===== config.mk =====
export PLATFORM = sky130hd
export DESIGN_NAME = decode_issue_queue
export DESIGN_NICKNAME = d
export VERILOG_FILES = /design/src/rtl/decode_issue_queue_pkg.sv /design/src/rtl/decode_issue_queue_iq_ram.sv /design/src/rtl/decode_issue_queue.sv
export SDC_FILE = /design/constraint.sdc
export NUM_CORES = 1
export LEC_CHECK = 0
export BUFFER_PORTS_ARGS = -buffer_cell sky130_fd_sc_hd__buf_2
export CAP_MARGIN = 20
export CORE_MARGIN = 2
export CORE_UTILIZATION = 60
export CTS_CLUSTER_SIZE = 25
export DETAILED_ROUTE_END_ITERATION = 8
export GPL_TIMING_DRIVEN = 0
export PLACE_DENSITY = 0.88
export SLEW_MARGIN = 40
export SYNTH_ARGS = -nofsm -noshare
export SYNTH_HDL_FRONTEND = slang
export SYNTH_SLANG_ARGS = --single-unit

===== constraint.sdc =====
create_clock -name clk -period 12.4 [get_ports clk]
set_input_delay 1.24 -clock clk [delete_from_list [all_inputs] [get_ports clk]]
set_output_delay 1.24 -clock clk [all_outputs]
set_load 0.05 [all_outputs]

===== src/rtl/decode_issue_queue_pkg.sv =====
// rtl/decode_issue_queue_pkg.sv - shared decoded-instruction bundle and queue defaults
package Public_Info;

  localparam int QUEUE_DEPTH = 8;

  typedef enum logic [1:0] {
    OP_ALU = 2'd0,
    OP_MEM = 2'd1,
    OP_BR  = 2'd2,
    OP_SYS = 2'd3
  } op_class_e;

  typedef struct packed {
    logic        o_valid;
    logic [31:0] PC;
    logic [31:0] instr;
    op_class_e   op;
    logic [4:0]  rd;
  } PC_set;

endpackage


===== src/rtl/decode_issue_queue_iq_ram.sv =====
// rtl/decode_issue_queue_iq_ram.sv - unreset entry array, two write ports, two async read ports
module iq_ram
  import Public_Info::*;
#(
  parameter int DEPTH = QUEUE_DEPTH,
  parameter int PW    = $clog2(DEPTH)
) (
  input  logic          clk,
  input  logic          wr_en0,
  input  logic [PW-1:0] wr_addr0,
  input  PC_set         wr_data0,
  input  logic          wr_en1,
  input  logic [PW-1:0] wr_addr1,
  input  PC_set         wr_data1,
  input  logic [PW-1:0] rd_addr0,
  output PC_set         rd_data0,
  input  logic [PW-1:0] rd_addr1,
  output PC_set         rd_data1
);

  PC_set mem [DEPTH];

  always_ff @(posedge clk) begin
    if (wr_en0) mem[wr_addr0] <= wr_data0;
    if (wr_en1) mem[wr_addr1] <= wr_data1;
  end

  assign rd_data0 = mem[rd_addr0];
  assign rd_data1 = mem[rd_addr1];

endmodule


===== src/rtl/decode_issue_queue.sv =====
// rtl/decode_issue_queue.sv - two-wide in-order decode-to-dispatch queue
module decode_issue_queue
  import Public_Info::*;
#(
  parameter int DEPTH = QUEUE_DEPTH
) (
  input  logic                     clk,
  input  logic                     rstn,
  input  logic                     flush,
  input  PC_set                    i_set1,
  input  PC_set                    i_set2,
  input  logic [1:0]               i_push,
  output logic                     o_ready,
  output PC_set                    o_set1,
  output PC_set                    o_set2,
  output logic [1:0]               o_is_valid,
  input  logic [1:0]               i_usingNUM,
  output logic [$clog2(DEPTH):0]   o_count
);

  localparam int PW = $clog2(DEPTH);
  localparam int CW = PW + 1;

  logic [PW-1:0] head_q, head_d, tail_q, tail_d;
  logic [CW-1:0] count_q, count_d;
  logic [CW-1:0] free_slots;
  logic          ready;
  logic [1:0]    npush, npop, pop_req;
  logic          wr_en0, wr_en1;
  PC_set         wr_data0;
  PC_set         rd_data0, rd_data1;

  always_comb begin
    free_slots = CW'(DEPTH) - count_q;
    ready      = free_slots >= CW'(2);

    npush = ready ? ({1'b0, i_push[1]} + {1'b0, i_push[0]}) : 2'd0;

    // 2'b11 from dispatch means "two"; never pop more than is live
    pop_req = (i_usingNUM == 2'd0) ? 2'd0 : ((i_usingNUM == 2'd1) ? 2'd1 : 2'd2);
    npop    = (CW'(pop_req) > count_q) ? count_q[1:0] : pop_req;

    // A lone set2 is compressed into the tail slot so no hole is left
    wr_en0   = ready && (i_push != 2'b00) && !flush;
    wr_en1   = ready && (i_push == 2'b11) && !flush;
    wr_data0 = i_push[1] ? i_set1 : i_set2;

    head_d  = head_q + PW'(npop);
    tail_d  = tail_q + PW'(npush);
    count_d = count_q + CW'(npush) - CW'(npop);
    if (flush) begin
      head_d  = '0;
      tail_d  = '0;
      count_d = '0;
    end
  end

  always_ff @(posedge clk) begin
    if (!rstn) begin
      head_q  <= '0;
      tail_q  <= '0;
      count_q <= '0;
    end else begin
      head_q  <= head_d;
      tail_q  <= tail_d;
      count_q <= count_d;
    end
  end

  iq_ram #(.DEPTH(DEPTH), .PW(PW)) u_ram (
    .clk      (clk),
    .wr_en0   (wr_en0),
    .wr_addr0 (tail_q),
    .wr_data0 (wr_data0),
    .wr_en1   (wr_en1),
    .wr_addr1 (tail_q + PW'(1)),
    .wr_data1 (i_set2),
    .rd_addr0 (head_q),
    .rd_data0 (rd_data0),
    .rd_addr1 (head_q + PW'(1)),
    .rd_data1 (rd_data1)
  );

  always_comb begin
    o_ready    = ready;
    o_count    = count_q;
    o_is_valid = {count_q >= CW'(1), count_q >= CW'(2)};
    o_set1         = rd_data0;
    o_set1.o_valid = o_is_valid[1];
    o_set2         = rd_data1;
    o_set2.o_valid = o_is_valid[0];
  end

endmodule


==> impl_table.tex <==
\begin{tabular}{lr}
\hline
Metric & Value \\
\hline
\multicolumn{2}{l}{\textbf{Status}} \\
\quad Run status & completed \\
\multicolumn{2}{l}{\textbf{Worst setup path}} \\
\quad Critical Path AT & 4.05 ns \\
\quad Start of the worst register-to-register path & o\_count[0] \\
\quad Reg2reg setup slack & 8.45 ns \\
\quad WP data required & 11.16 ns \\
\quad Type of the worst setup path & reg2out \\
\quad Sort of element at the end of the critical path & primary output \\
\quad FF-to-FF path depth & 14 \\
\quad Critical path startpoint category & register \\
\quad Worst-path fanout max & 10 \\
\quad Worst r2r dst & o\_count[3] \\
\multicolumn{2}{l}{\textbf{Timing}} \\
\quad Final number of hold-violating endpoints & 0 \\
\quad Setup Viol. Count Final & 0 \\
\quad Setup repair after global routing missed its margin & no \\
\quad Setup Total Neg Slack & 0 ns \\
\quad Part of the cycle the worst path needs & 0.4265 \\
\quad Min Tclk post-route & 5.289 ns \\
\quad F\_max & 189.1 MHz \\
\quad Worst slew pin tran & 0.9841 ns \\
\quad Headroom to the max-slew limit & 0.3439 \\
\quad Clock Skew & 0.02901 ns \\
\quad Number of pins exceeding their max-slew limit in the final report & 0 \\
\multicolumn{2}{l}{\textbf{Floorplanning}} \\
\quad Die area & 58840 um\^{}2 \\
\quad Core area & 56280 um\^{}2 \\
\quad Width of the chip & 242.6 um \\
\quad Vertical die dimension & 242.6 um \\
\quad Cell Rows & 87 \\
\quad Effective utilization at floorplan & 0.6068 \\
\quad Number of primary I/O pins & 302 \\
\multicolumn{2}{l}{\textbf{Logic synthesis}} \\
\quad Sequential area share after synthesis & 0.5053 \\
\quad Net count of the mapped netlist & 2092 \\
\quad Number of instances in the synthesized netlist & 1919 \\
\quad Average cell area after synthesis & 17.79 um\^{}2 \\
\quad Number of distinct library cells after synthesis & 40 \\
\quad Warnings, synthesis & 0 \\
\quad \#FFs+latches synth & 578 \\
\quad Synth Cell Area & 34150 um\^{}2 \\
\multicolumn{2}{l}{\textbf{Hold path}} \\
\quad Depth of the worst hold-timing path & 2 \\
\quad Startpoint of the most critical hold path & head\_q[0] \\
\quad HP Class & reg2reg \\
\quad Worst-case hold path end point & head\_q[0] \\
\multicolumn{2}{l}{\textbf{Drt}} \\
\quad Average routed wire per standard cell & 31.35 um \\
\quad Vias & 22151 \\
\quad Post-route ant nets & 0 \\
\quad Wire length after detailed routing & 100900 um \\
\quad Detailed-route vias per instance & 6.881 \\
\quad First DRT Iteration DRCs & 2918 \\
\quad First-pass iteration count of the detailed router & 6 \\
\quad DRC viols & 0 \\
\multicolumn{2}{l}{\textbf{Placed design}} \\
\quad Placed Instances & 3103 \\
\quad Routability Congestion & 0.8222 \\
\quad Placement Cell Area & 37630 um\^{}2 \\
\quad Total half-perimeter wirelength after legalization and detailed placement & 68900 um \\
\quad Port Buffers & 299 \\
\multicolumn{2}{l}{\textbf{Clock tree}} \\
\quad CTS buffer count & 59 \\
\quad Clock tree from TritonCTS & built \\
\quad Clock slew seen by the registers of the worst setup and hold paths & 0.06 ns \\
\quad Buffer cell driving the clock tree root & sky130\_fd\_sc\_hd\_\_clkbuf\_16 \\
\quad Hold bufs inserted after CTS & 0 \\
\quad Max clock buf depth & 3 \\
\quad Clock net sink count & 578 \\
\quad Post-CTS Setup Repair Bufs & 0 \\
\quad Skew-Pair Late Insertion Delay & 0.64 ns \\
\quad H-tree Lvls & 2 \\
\quad Count of cells resized by post-cts repair & 0 \\
\multicolumn{2}{l}{\textbf{Pwr}} \\
\quad Peak supply drop & 179.9 uV \\
\quad Power density cells & 175.3 nW/um\^{}2 \\
\quad Reported leakage power & 13.33 nW \\
\quad Total chip power & 6.927 mW \\
\multicolumn{2}{l}{\textbf{Final layout}} \\
\quad Filler cells & 3530 \\
\quad Fraction of final layout cells sized beyond drive strength 1 & 0.6432 \\
\quad Non-Filler Instances & 3219 \\
\quad Final design area excluding fillers & 39510 um\^{}2 \\
\quad Layout overhead on the synthesized area & 15.69\% \\
\quad Net total in the final layout & 2581 \\
\multicolumn{2}{l}{\textbf{GRT}} \\
\quad GRT Overall Usage & 0.3398 \\
\quad Maximum number of pins on one net before global-route repair & 15 \\
\quad Via count of the first global-routing pass & 22905 \\
\quad Global-route wire length before repair & 147100 um \\
\quad Total congestion overflow after global routing & 0 \\
\quad Antenna violations before repair & 11 \\
\multicolumn{2}{l}{\textbf{Run}} \\
\quad Max capacitance violation total & 0 \\
\hline
\end{tabular}
[metrics by stage]
step	setup slack, ns	hold slack (ns)	util
5_1_grt	7.105	0.7159	0.7019
3_5_place_dp	7.214	0.6423	0.6686
2_1_floorplan	4.124	0.5784	-
6_report	7.111	0.6650	0.7020
4_1_cts	6.944	0.6615	0.7015
3_3_place_gp	-3.033	0.6229	0.6502
[worst max-delay path: stages (launching register included)]
cell	delay, ns
sky130_fd_sc_hd__dfxtp_1	0.34
sky130_fd_sc_hd__ha_1	0.29
sky130_fd_sc_hd__clkbuf_1	0.57
sky130_fd_sc_hd__clkbuf_2	0.52
sky130_fd_sc_hd__clkbuf_1	0.73
sky130_fd_sc_hd__mux4_2	0.44
sky130_fd_sc_hd__mux2_2	0.30
sky130_fd_sc_hd__buf_2	0.22
[power by group]
part | internal [mW] | leakage, nW | switching (mW)
logic | 0.983 | 7.20 | 1.77
clock network | 0.990 | 0.895 | 0.764
registers | 2.35 | 5.23 | 0.0717
total | 4.32 | 13.3 | 2.60
[worst max path at each step]
stage,startpoint,to,slack [ns],cells after the start
floorplan,i_push[1],u_ram.mem[1][0],4.12,8
global placement,i_push[1],u_ram.mem[1][66],-3.03,9
detailed placement,i_push[1],u_ram.mem[3][27],7.21,13
CTS,head_q[0],o_set2[32],6.94,7
global route,head_q[0],o_set2[49],7.11,7
finish,head_q[0],o_set2[43],7.11,7
[routing by layer]
layer | up-vias | GRT usage | part of all wire
met1 | 11373 | 0.4479 | 0.36
met3 | 257 | 0.06724 | 0.10
met5 | - | 0 | 0.00058
met2 | 1504 | 0.5540 | 0.49
met4 | 10 | 0.1480 | 0.041
li1 | 9007 | - | -
[cells by family after synthesis]
kind of cell               share of synthesized area
xor gates and xnor gates                    0.002748
AOI/OAI and AO/OA                           0.005276
muxes                                         0.4451
DFF                                           0.5053
buffers and inverters                        0.02400
and+or+nand+nor                             0.008538
adders and majority gates                   0.008941
[registers in the layout, summed over array words and instances, names as in the netlist]
signal and count:
o_count 4, u_ram.mem 568, tail_q 3, head_q 3
[synthesized netlist by cell type (all sizes together)]
master / count / share of area
nor4b: 4 / 0.0010
a21oi: 8 / 0.0012
inv: 17 / 0.0019
fa: 4 / 0.0023
nor3b: 1 / 0.00022
mux2i: 1 / 0.00029
o21ai: 4 / 0.00059
xnor2: 4 / 0.0015
nor3: 10 / 0.0019
clkbuf: 62 / 0.0068
and3: 1 / 0.00018
ha: 18 / 0.0066
and2: 6 / 0.0011
nor2: 8 / 0.00088
o211ai: 1 / 0.00022
a21o: 1 / 0.00022
o21a: 1 / 0.00022
o41a: 1 / 0.00033
buf: 89 / 0.015
xor2: 5 / 0.0013
nor2b: 4 / 0.00073
dfxtp: 10 / 0.0059
mux2: 781 / 0.26
nand3: 7 / 0.0010
nand2: 8 / 0.00088
a2111oi: 2 / 0.0016
nand2b: 2 / 0.00037
edfxtp: 568 / 0.50
mux4: 284 / 0.19
nor4: 1 / 0.00018
a31oi: 5 / 0.00092
clkinv: 1 / 0.00011
[area by class of cell]
class | count | area (um^2) | share of cell area
diodes | 8 | 20.02 | 0.0005067
plain buffers | 151 | 780.7 | 0.01976
clock buffers | 80 | 1618 | 0.04095
clock inverters | 28 | 231.5 | 0.005859
inverters | 18 | 67.56 | 0.001710
multi-input cells | 1172 | 16150 | 0.4089
flip-flops and latches | 578 | 17260 | 0.4368
well taps | 756 | 945.9 | 0.02394
repair buffers | 428 | 2434 | 0.06160
[layout by cell type, fill, tap and decap left out, types with 6 or more instances in the layout]
master and n:
sky130_fd_sc_hd__mux2_2 671, sky130_fd_sc_hd__edfxtp_1 568, sky130_fd_sc_hd__buf_2 394, sky130_fd_sc_hd__mux4_2 284
sky130_fd_sc_hd__mux2_1 110, sky130_fd_sc_hd__buf_4 96, sky130_fd_sc_hd__clkbuf_1 68, sky130_fd_sc_hd__clkbuf_16 61
sky130_fd_sc_hd__buf_6 23, sky130_fd_sc_hd__ha_1 18, sky130_fd_sc_hd__inv_1 17, sky130_fd_sc_hd__clkinv_1 14
sky130_fd_sc_hd__clkbuf_2 12, sky130_fd_sc_hd__dfxtp_1 10, sky130_fd_sc_hd__diode_2 8, sky130_fd_sc_hd__nor3_2 8
sky130_fd_sc_hd__nand2_1 8, sky130_fd_sc_hd__nor2_1 8, sky130_fd_sc_hd__clkinv_2 8, sky130_fd_sc_hd__nand3_1 7
sky130_fd_sc_hd__a21oi_2 6
Note: power is estimated with default switching activity, not from simulation.
